### src/rtl/mem_access_ctrl.sv
// ---------------------------------------------------------------------------
// mem_access_ctrl
//   MEM-stage data-memory access sequencer. Takes the load/store controls held
//   in EX/MEM, runs a req/gnt/rvalid handshake with the data-memory port,
//   formats store strobes/data, extends load data, stalls the pipeline while
//   an access is in flight, and flags misaligned accesses instead of issuing.
//
// Ports
//   i_clk, i_rst         clock, asynchronous active-high reset
//   i_dm_rd, i_dm_wr     load / store request from EX/MEM
//   i_aluout             byte address
//   i_dm_data            right-aligned store data
//   i_datatype           funct3 access type (B/H/W/BU/HU, others = W)
//   i_flush              kill the EX/MEM instruction (sampled in IDLE only)
//   o_mem_req/o_mem_we   bus request / write enable
//   o_mem_addr           word-aligned bus address
//   o_mem_wstrb          byte strobes (0 for loads)
//   o_mem_wdata          lane-replicated store data
//   i_mem_gnt            bus accepted the request
//   i_mem_rvalid         read data valid
//   i_mem_rdata          read data
//   o_mem_stall          freeze IF..EX/MEM
//   o_ld_data/o_ld_valid extended load result / valid in DONE
//   o_misalign           one-cycle misaligned-access flag
// ---------------------------------------------------------------------------
module mem_access_ctrl #(
    parameter int DATA_BITS = 32,
    parameter int ADDR_BITS = 32,
    parameter int TYPE_BITS = 3
) (
    input  logic                 i_clk,
    input  logic                 i_rst,
    input  logic                 i_dm_rd,
    input  logic                 i_dm_wr,
    input  logic [ADDR_BITS-1:0] i_aluout,
    input  logic [DATA_BITS-1:0] i_dm_data,
    input  logic [TYPE_BITS-1:0] i_datatype,
    input  logic                 i_flush,
    output logic                 o_mem_req,
    output logic                 o_mem_we,
    output logic [ADDR_BITS-1:0] o_mem_addr,
    output logic [3:0]           o_mem_wstrb,
    output logic [DATA_BITS-1:0] o_mem_wdata,
    input  logic                 i_mem_gnt,
    input  logic                 i_mem_rvalid,
    input  logic [DATA_BITS-1:0] i_mem_rdata,
    output logic                 o_mem_stall,
    output logic [DATA_BITS-1:0] o_ld_data,
    output logic                 o_ld_valid,
    output logic                 o_misalign
);

    typedef enum logic [1:0] {
        ST_IDLE = 2'd0,
        ST_REQ  = 2'd1,
        ST_WAIT = 2'd2,
        ST_DONE = 2'd3
    } state_t;

    localparam logic [1:0] SZ_BYTE = 2'd0;
    localparam logic [1:0] SZ_HALF = 2'd1;
    localparam logic [1:0] SZ_WORD = 2'd2;

    // Access size from funct3; unknown codes behave as a word access.
    function automatic logic [1:0] f_size(input logic [TYPE_BITS-1:0] t);
        logic [1:0] sz;
        case (t)
            TYPE_BITS'(3'b000), TYPE_BITS'(3'b100): sz = SZ_BYTE;
            TYPE_BITS'(3'b001), TYPE_BITS'(3'b101): sz = SZ_HALF;
            default:                                sz = SZ_WORD;
        endcase
        return sz;
    endfunction

    function automatic logic f_unsigned(input logic [TYPE_BITS-1:0] t);
        return (t == TYPE_BITS'(3'b100)) || (t == TYPE_BITS'(3'b101));
    endfunction

    function automatic logic f_misaligned(input logic [1:0] sz, input logic [1:0] off);
        logic mis;
        case (sz)
            SZ_WORD: mis = (off != 2'b00);
            SZ_HALF: mis = off[0];
            default: mis = 1'b0;
        endcase
        return mis;
    endfunction

    state_t                 r_state;
    state_t                 w_next_state;
    logic [ADDR_BITS-1:0]   r_addr;
    logic [1:0]             r_off;
    logic [TYPE_BITS-1:0]   r_type;
    logic                   r_we;
    logic [3:0]             r_wstrb;
    logic [DATA_BITS-1:0]   r_wdata;
    logic [DATA_BITS-1:0]   r_ld_data;

    logic                   w_pending;
    logic [1:0]             w_in_size;
    logic                   w_misaligned;
    logic                   w_latch;
    logic [3:0]             w_fmt_wstrb;
    logic [DATA_BITS-1:0]   w_fmt_wdata;
    logic [7:0]             w_ld_byte;
    logic [15:0]            w_ld_half;
    logic [DATA_BITS-1:0]   w_ld_ext;

    assign w_pending    = (i_dm_rd | i_dm_wr) & ~i_flush;
    assign w_in_size    = f_size(i_datatype);
    assign w_misaligned = f_misaligned(w_in_size, i_aluout[1:0]);

    // Store formatting: strobes shifted to the addressed lanes, data replicated.
    always_comb begin
        w_fmt_wstrb = 4'hF;
        w_fmt_wdata = i_dm_data;
        case (w_in_size)
            SZ_BYTE: begin
                w_fmt_wstrb = 4'b0001 << i_aluout[1:0];
                w_fmt_wdata = {(DATA_BITS/8){i_dm_data[7:0]}};
            end
            SZ_HALF: begin
                w_fmt_wstrb = 4'b0011 << i_aluout[1:0];
                w_fmt_wdata = {(DATA_BITS/16){i_dm_data[15:0]}};
            end
            default: begin
                w_fmt_wstrb = 4'hF;
                w_fmt_wdata = i_dm_data;
            end
        endcase
    end

    // Load extraction uses the latched offset/type, not the live EX/MEM inputs.
    assign w_ld_byte = i_mem_rdata[{r_off, 3'b000} +: 8];
    assign w_ld_half = i_mem_rdata[{r_off[1], 4'b0000} +: 16];

    // Sign/zero extension of the selected load lane.
    always_comb begin
        w_ld_ext = i_mem_rdata;
        case (f_size(r_type))
            SZ_BYTE: begin
                if (f_unsigned(r_type)) begin
                    w_ld_ext = {{(DATA_BITS-8){1'b0}}, w_ld_byte};
                end else begin
                    w_ld_ext = {{(DATA_BITS-8){w_ld_byte[7]}}, w_ld_byte};
                end
            end
            SZ_HALF: begin
                if (f_unsigned(r_type)) begin
                    w_ld_ext = {{(DATA_BITS-16){1'b0}}, w_ld_half};
                end else begin
                    w_ld_ext = {{(DATA_BITS-16){w_ld_half[15]}}, w_ld_half};
                end
            end
            default: w_ld_ext = i_mem_rdata;
        endcase
    end

    // Next-state logic; flush and misalignment only matter in IDLE.
    always_comb begin
        w_next_state = r_state;
        w_latch      = 1'b0;
        case (r_state)
            ST_IDLE: begin
                if (w_pending && !w_misaligned) begin
                    w_next_state = ST_REQ;
                    w_latch      = 1'b1;
                end else begin
                    w_next_state = ST_IDLE;
                end
            end
            ST_REQ: begin
                if (i_mem_gnt) begin
                    w_next_state = r_we ? ST_DONE : ST_WAIT;
                end else begin
                    w_next_state = ST_REQ;
                end
            end
            ST_WAIT: begin
                if (i_mem_rvalid) begin
                    w_next_state = ST_DONE;
                end else begin
                    w_next_state = ST_WAIT;
                end
            end
            ST_DONE: w_next_state = ST_IDLE;
            default: w_next_state = ST_IDLE;
        endcase
    end

    // State register.
    always_ff @(posedge i_clk or posedge i_rst) begin
        if (i_rst) begin
            r_state <= ST_IDLE;
        end else begin
            r_state <= w_next_state;
        end
    end

    // Capture the accepted access so bus outputs stay stable through REQ.
    always_ff @(posedge i_clk or posedge i_rst) begin
        if (i_rst) begin
            r_addr  <= {ADDR_BITS{1'b0}};
            r_off   <= 2'b00;
            r_type  <= {TYPE_BITS{1'b0}};
            r_we    <= 1'b0;
            r_wstrb <= 4'b0000;
            r_wdata <= {DATA_BITS{1'b0}};
        end else if (w_latch) begin
            r_addr  <= {i_aluout[ADDR_BITS-1:2], 2'b00};
            r_off   <= i_aluout[1:0];
            r_type  <= i_datatype;
            r_we    <= i_dm_wr;
            r_wstrb <= i_dm_wr ? w_fmt_wstrb : 4'b0000;
            r_wdata <= w_fmt_wdata;
        end
    end

    // Load result register; only a response in WAIT updates it.
    always_ff @(posedge i_clk or posedge i_rst) begin
        if (i_rst) begin
            r_ld_data <= {DATA_BITS{1'b0}};
        end else if ((r_state == ST_WAIT) && i_mem_rvalid) begin
            r_ld_data <= w_ld_ext;
        end
    end

    assign o_mem_addr  = r_addr;
    assign o_mem_wdata = r_wdata;
    assign o_ld_data   = r_ld_data;

    // Output decode. IDLE outputs are gated by reset so that asserting reset
    // with a request still presented shows reset values at once.
    always_comb begin
        o_mem_req   = 1'b0;
        o_mem_we    = 1'b0;
        o_mem_wstrb = 4'b0000;
        o_mem_stall = 1'b0;
        o_ld_valid  = 1'b0;
        o_misalign  = 1'b0;
        case (r_state)
            ST_IDLE: begin
                if (!i_rst && w_pending) begin
                    o_misalign  = w_misaligned;
                    o_mem_stall = ~w_misaligned;
                end else begin
                    o_misalign  = 1'b0;
                    o_mem_stall = 1'b0;
                end
            end
            ST_REQ: begin
                o_mem_req   = 1'b1;
                o_mem_we    = r_we;
                o_mem_wstrb = r_wstrb;
                o_mem_stall = 1'b1;
            end
            ST_WAIT: o_mem_stall = 1'b1;
            ST_DONE: o_ld_valid  = ~r_we;
            default: o_mem_stall = 1'b0;
        endcase
    end

endmodule

### config.mk
export PLATFORM = sky130hd
export DESIGN_NAME = mem_access_ctrl
export DESIGN_NICKNAME = d
export VERILOG_FILES = /design/src/rtl/mem_access_ctrl.sv
export SDC_FILE = /design/constraint.sdc
export NUM_CORES = 1
export LEC_CHECK = 0
export ABC_AREA = 1
export BUFFER_PORTS_ARGS = -buffer_cell sky130_fd_sc_hd__buf_2
export CAP_MARGIN = 30
export CORE_MARGIN = 4
export CORE_UTILIZATION = 35
export DETAILED_ROUTE_END_ITERATION = 12
export GPL_TIMING_DRIVEN = 0
export PLACE_DENSITY = 0.65
export SYNTH_ARGS = -nofsm -noshare
export SYNTH_HDL_FRONTEND = slang
export SYNTH_SLANG_ARGS = --single-unit
### constraint.sdc
create_clock -name i_clk -period 5.8 [get_ports i_clk]
set_clock_uncertainty 0.05 [all_clocks]
set_input_delay 0 -clock i_clk [delete_from_list [all_inputs] [get_ports i_clk]]
set_output_delay 0 -clock i_clk [all_outputs]
set_load 0.1 [all_outputs]
==> results of run 1 <==
## area by class of cell
type | count | area (µm²)
multi-input combinational | 471 | 2060
clock inverter | 5 | 37.5
sequential | 106 | 2650
timing repair buffer | 312 | 2100
clock buffer | 11 | 233
buffer | 36 | 211
fill | 1290 | 6350
inverter | 45 | 171
tap | 180 | 225
## cell usage in the layout (no fill, tap or decap), types with 3 or more instances in the layout
cell           instances
nor2_1                38
inv_2                  3
nand2_2                3
buf_4                  6
buf_6                  6
nor2_4                 3
ha_1                   5
a21oi_1               70
o21ai_0               60
nand2_1              269
nand3_1               11
dlygate4sd3_1        103
clkbuf_16              9
clkbuf_1              18
o211ai_1               5
dfrtp_1              106
buf_2                215
inv_1                 40
## repair_timing
item                                   in CTS  in global routing
endpoints found under the hold margin     167                  0
setup endpoints to repair                   0                  0
hold buffers                              103                  0
## per-stage QoR
stage / instances / util, %
finish: 1166 / 54.8
global route: 1166 / 54.8
CTS: 1166 / 54.8
detailed placement: 1047 / 45.5
global placement: 1046 / 45.3
floorplan: 658 / -
## sequential cells by signal, indices dropped and copies added, names as in the netlist, named ones only
register / count
o_ld_data: 32
o_mem_wdata: 32
o_mem_addr: 30
r_wstrb: 4
r_type: 3
r_off: 2
r_state: 1
r_we: 1
## worst max-delay path: stages
cell	delay (ps)
dlygate4sd3_1	530
buf_2	130
inv_4	620
buf_16	310
nand3_1	120
a21oi_1	160
buf_2	450
## kinds of logic (layout without fill, tap and decap cells)
kind of cell | count (synthesis) | count (layout) | share of synthesized area (%)
adder cells (fa/ha/maj) | 5 | 5 | 1.23
flip-flops | 106 | 106 | 52.1
multiplexers | 1 | 1 | 0.197
buffers and inverters | 81 | 409 | 7.48
AO/OA/AOI/OAI | 138 | 138 | 13.9
AND/OR/NAND/NOR | 325 | 325 | 25.0
other | 1 | 2 | 0.0737
## per-layer routing
metal	track usage (%)	vias to the layer above	share of wire (%)	wire length, µm
met5	0	-	0	0
met4	8.28	0	2.4	433
met3	4.94	31	7.4	1310
met2	35.6	233	47	8400
met1	27.3	2502	43	7580
li1	-	2724	-	-
## worst paths after layout
check | to | slack, ps
worst max-delay path | o_mem_stall | 3420
worst min-delay path | o_ld_data[4]$_DFFE_PP0P_ | 10
worst max register to register | o_ld_data[22]$_DFFE_PP0P_ | 4010
worst min register to register | o_mem_addr[27]$_DFFE_PP0P_ | 430
max in group asynchronous | o_mem_addr[4]$_DFFE_PP0P_ | 4650
min in group asynchronous | o_mem_addr[12]$_DFFE_PP0P_ | 350
==> results by group, run 1 <==
Cells and area
  – Layout cells sized above 1: 25.7%
  – Post-route cell area: 7690 µm²
  – Area delta synth->final: 51.1%
  – # diodes: 0
  – # nets final: 1,092

Clock network
  – Clock-pin slew on the worst setup and hold paths: 70 ps
  – Total setup buffers inserted after CTS: 0
  – CTS tree: built
  – TritonCTS sink count: 106
  – H-tree depth: 3
  – Total CTS buffers: 9
  – Max Root-Sink Buffers: 2
  – Worst-skew pair later-pin latency: 350 ps
  – Post_cts resized: 0
  – Clock root cell: clkbuf_16

Detailed routing
  – Remaining routing DRC violations: 0
  – Final wirelength: 17.7 mm
  – Antenna Nets Post-Route: 0
  – WL/cell: 15.2 µm
  – 1st-pass router iterations: 5
  – Drt first-iter violations: 444
  – DR vias/cell: 4.71
  – Vias: 5,490

Floorplan
  – Core area: 14,000 µm²
  – DIE HEIGHT: 129 µm
  – Die area: 16,500 µm²
  – Row count: 43
  – Initial core utilization: 36.2%
  – Die X: 129 µm
  – IO Count: 211

Timing
  – Tmin final: 2380 ps
  – Setup TNS: 0 ps
  – Final Slew Violations: 0
  – RSZ-0062 raised after global routing: no
  – Final hold vios: 0
  – Worst hold slack: 14.7 ps
  – Relative slew margins: 42.4%
  – Tightest Pin Transition: 865 ps
  – Final WS setup: 3420 ps
  – Period utilization: 41.1%
  – Max Fclk: 419 MHz
  – Final setup vio count: 0

Placed design
  – Number of port buffers: 208
  – GPL Wtd Cong: 0.887
  – Setup WS pre-CTS: 3870 ps
  – Post-placement cell area: 6390 µm²
  – Hpwl dp: 12.3 mm

Synthesis
  – Area contributors post-synth: dfrtp_1 52%, nand2_1 20%, a21oi_1 6.9%
  – Primary FF master, synth: dfrtp_1
  – Async set-reset flop share out of synthesis: 100%
  – Register area share after synthesis: 52.1%
  – Avg Synthesized Cell Area: 7.74 µm²
  – Synth warn: 0
  – Post-synth EDFFs: 0
  – Mapped Area: 5090 µm²
  – Dominant cell type by area after synthesis: dfrtp_1
  – Most instantiated cells after synthesis: 269 x nand2_1, 106 x dfrtp_1, 70 x a21oi_1, 60 x o21ai_0, 41 x inv_1
  – Count leader, synth: nand2_1
  – Synth unique cells: 23
  – Synthesis-stage register bit count: 106
  – Gate Count Post-Synth: 657
  – Post-synth top area share: 52.1%

Job
  – # Max-Cap Violations: 0

Setup path
  – Worst reg2reg path depth: 7
  – WP data required: 5750 ps
  – Crit path kind: primary input to primary output
  – Worst setup EP type: primary output
  – Arr. time, crit path: 2330 ps
  – Origin of the critical flop-to-flop path: r_state[0]$_DFF_PP0_
  – Crit path from: i_rst
  – Maximum fanout along the worst path: 66
  – Startpoint types: primary input

Global route
  – Largest net degree at the start of global routing: 67
  – Vias in the first global route: 5,404
  – Initial antenna violation count: 0
  – Total track usage: 21.4%
  – GRT Residual Overflow: 0
  – First-pass GRT wire length: 27.9 mm

Min path
  – Hold Crit Class: primary input to register
  – Hold Crit Start: i_mem_rdata[4]
  – Hold Path Depth: 5

Outcome
  – Status: completed
Power of run 1 is not shown: default switching activity piles up to over one toggle a cycle in this logic, so the estimate is an artifact.
==> inputs of run 2 (changes only) <==
==> constraint.sdc (replaced) <==
create_clock -name i_clk -period 2.3 [get_ports i_clk]
set_clock_uncertainty 0.05 [all_clocks]
set_input_delay 0 -clock i_clk [delete_from_list [all_inputs] [get_ports i_clk]]
set_output_delay 0 -clock i_clk [all_outputs]
set_load 0.1 [all_outputs]
==> run 2 against run 1 <==
Critical path depth rose by 2. Global-route usage rose by 0.40 points. Final area rose by 1.2%. Hold slack improved by 13 ps. Via count rose by 2.5%. Non-clock buffer count rose by 3. Routed wire length rose by 1.6%. Flip-flop and latch count did not move.
==> results by group, run 2 (synthesis results as in run 1) <==
Outcome
  – Status: completed (unchanged)

Placed design
  – Number of port buffers: 208 (unchanged)
  – Hpwl dp: 12.4 mm (was 12.3 mm)
  – GPL Wtd Cong: 0.883 (was 0.887)
  – Setup WS pre-CTS: 434 ps (was 3870 ps)

Clock network
  – Total setup buffers inserted after CTS: 0 (unchanged)
  – Clock root cell: clkbuf_16 (unchanged)
  – Total CTS buffers: 9 (unchanged)
  – TritonCTS sink count: 106 (unchanged)
  – H-tree depth: 3 (unchanged)
  – Max Root-Sink Buffers: 2 (unchanged)
  – CTS tree: built (unchanged)
  – Clock-pin slew on the worst setup and hold paths: 80 ps (was 70 ps)
  – Post_cts resized: 0 (unchanged)
  – Worst-skew pair later-pin latency: 350 ps (about the same)

Floorplan
  – Die X: 129 µm (unchanged)
  – Initial core utilization: 36.2% (unchanged)
  – Row count: 43 (unchanged)
  – IO Count: 211 (unchanged)
  – Core area: 14,000 µm² (unchanged)
  – Die area: 16,500 µm² (unchanged)
  – DIE HEIGHT: 129 µm (unchanged)

Min path
  – Hold Crit Class: primary input to register (unchanged)

Detailed routing
  – Vias: 5,629 (was 5,490)
  – Drt first-iter violations: 375 (was 444)
  – 1st-pass router iterations: 5 (unchanged)
  – WL/cell: 15.4 µm (was 15.2 µm)
  – Antenna Nets Post-Route: 0 (unchanged)
  – Final wirelength: 18.0 mm (was 17.7 mm)
  – DR vias/cell: 4.81 (was 4.71)
  – Remaining routing DRC violations: 0 (unchanged)

Timing
  – Final hold vios: 0 (unchanged)
  – Tightest Pin Transition: 598 ps (was 865 ps)
  – Max Fclk: 486 MHz
  – Tmin final: 2060 ps
  – Worst hold slack: 27.8 ps (was 14.7 ps)
  – RSZ-0062 raised after global routing: no (unchanged)
  – Final setup vio count: 0 (unchanged)
  – Period utilization: 89.5%
  – Final Slew Violations: 0 (unchanged)
  – Final WS setup: 241 ps (was 3420 ps)
  – Relative slew margins: 60.2% (was 42.4%)

Cells and area
  – Storage element area: 2650 µm² (unchanged)
  – Area of the multi-input gates: 2070 µm² (was 2060 µm²)
  – Most common cell after layout, fill and taps aside: nand2_1 (unchanged)
  – # nets final: 1,095 (was 1,092)
  – Layout cells sized above 1: 26.1% (was 25.7%)
  – Most frequent cells in the layout: 269 x nand2_1, 215 x buf_2, 106 x dfrtp_1, 104 x dlygate4sd3_1, 68 x a21oi_1 (was 269 x nand2_1, 215 x buf_2, 106 x dfrtp_1, 103 x dlygate4sd3_1, 70 x a21oi_1)
  – Layout filler cell count: 1,248 (was 1,290)
  – Post-layout util: 55.4% (was 54.8%)
  – Area delta synth->final: 53.0% (was 51.1%)

Setup path
  – Worst path buffer plus inverter count: 5 (unchanged)
  – CP max-delay cell: dlygate4sd3_1 (was inv_4)
  – Arr. time, crit path: 2300 ps (was 2330 ps)
  – Crit path kind: primary input to register (was primary input to primary output)
  – Slowest stage delay, CP: 590 ps (was 620 ps)
  – WP data required: 2550 ps (was 5750 ps)
  – Startpoint types: primary input (unchanged)
  – Worst setup EP type: register (was primary output)
  – Maximum fanout along the worst path: 10 (was 66)
  – Delay-heaviest family, CP: buffers and inverters (unchanged)
  – Worst path cell trace: dlygate4sd3_1, buf_2, nor2_1, inv_1, clkbuf_1, o211ai_1, dlygate4sd3_1, nand2_1, nand2_1 (was dlygate4sd3_1, buf_2, inv_4, buf_16, nand3_1, a21oi_1, buf_2)

Global route
  – First-pass GRT wire length: 28.8 mm (was 27.9 mm)
  – GRT Residual Overflow: 0 (unchanged)
  – Largest net degree at the start of global routing: 40 (was 67)
  – Total track usage: 21.8% (was 21.4%)
  – Initial antenna violation count: 1 (was 0)
  – Vias in the first global route: 5,759 (was 5,404)

Job
  – # Max-Cap Violations: 0 (unchanged)
[run 2: changes by cell type in the layout (fill, tap and decap cells not counted), sizes merged]
cell | before | now
buf | 229 | 231
bufinv | 0 | 1
clkbuf | 27 | 26
clkinvlp | 2 | 3
diode | 0 | 1
dlygate4sd3 | 103 | 104
inv | 46 | 45
[run 2: layout make-up]
type                       count  area share (%)
timing repair buffer         315            27.5
multi-input combinational    471            26.6
tap                          180            2.89
inverter                      45            2.22
clock inverter                 6           0.949
sequential                   106            34.1
clock buffer                  10            2.94
antenna                        1          0.0322
buffer                        36            2.72
[run 2: layer usage]
metal	wire, µm	part of all wire, %	global-route usage (%)	up-vias
li1	-	-	-	2724
met1	7380	41	26.6	2575
met2	8480	47	36.5	272
met3	1430	8.0	5.11	58
met4	734	4.1	10.5	0
met5	0	0	0	-
[run 2: metrics by stage]
stage	std cells	instance area (µm²)	setup TNS, ps
after CTS	1169	7780	0
after detailed placement	1048	6420	0
after floorplan	658	5110	0
after global routing	1170	7780	0
after global placement	1046	6380	-1970
final	1170	7780	0
[run 2: worst paths after layout]
| path | cells past startpoint | to | slack [ps] | startpoint |
|---|---|---|---|---|
| max | 9 | o_mem_wdata[26]$_DFFE_PP0P_ | 240 | i_datatype[0] |
| min | 6 | r_state[0]$_DFF_PP0_ | 30 | i_flush |
| max reg2reg | 7 | o_ld_data[23]$_DFFE_PP0P_ | 470 | r_state[0]$_DFF_PP0_ |
| min reg2reg | 2 | o_mem_addr[31]$_DFFE_PP0P_ | 430 | o_mem_addr[31]$_DFFE_PP0P_ |
| max in group asynchronous | 5 | o_mem_addr[29]$_DFFE_PP0P_ | 1510 | i_rst |
| min in group asynchronous | 4 | o_ld_data[12]$_DFFE_PP0P_ | 220 | i_rst |
[run 2: worst reg2reg max path: cells and delay by family (launching register included)]
kind	cells	cell delay, ps
simple gates	2	200
fa+ha+maj	1	150
buf+inv	3	770
flops	1	440
compound gates	1	140
[run 2: timing repair]
action                                  in CTS  in global routing
endpoints found under the setup margin       0                  0
endpoints found under the hold margin      138                  0
hold buffers                               105                  0
Power of run 2 is left out for the same reason.
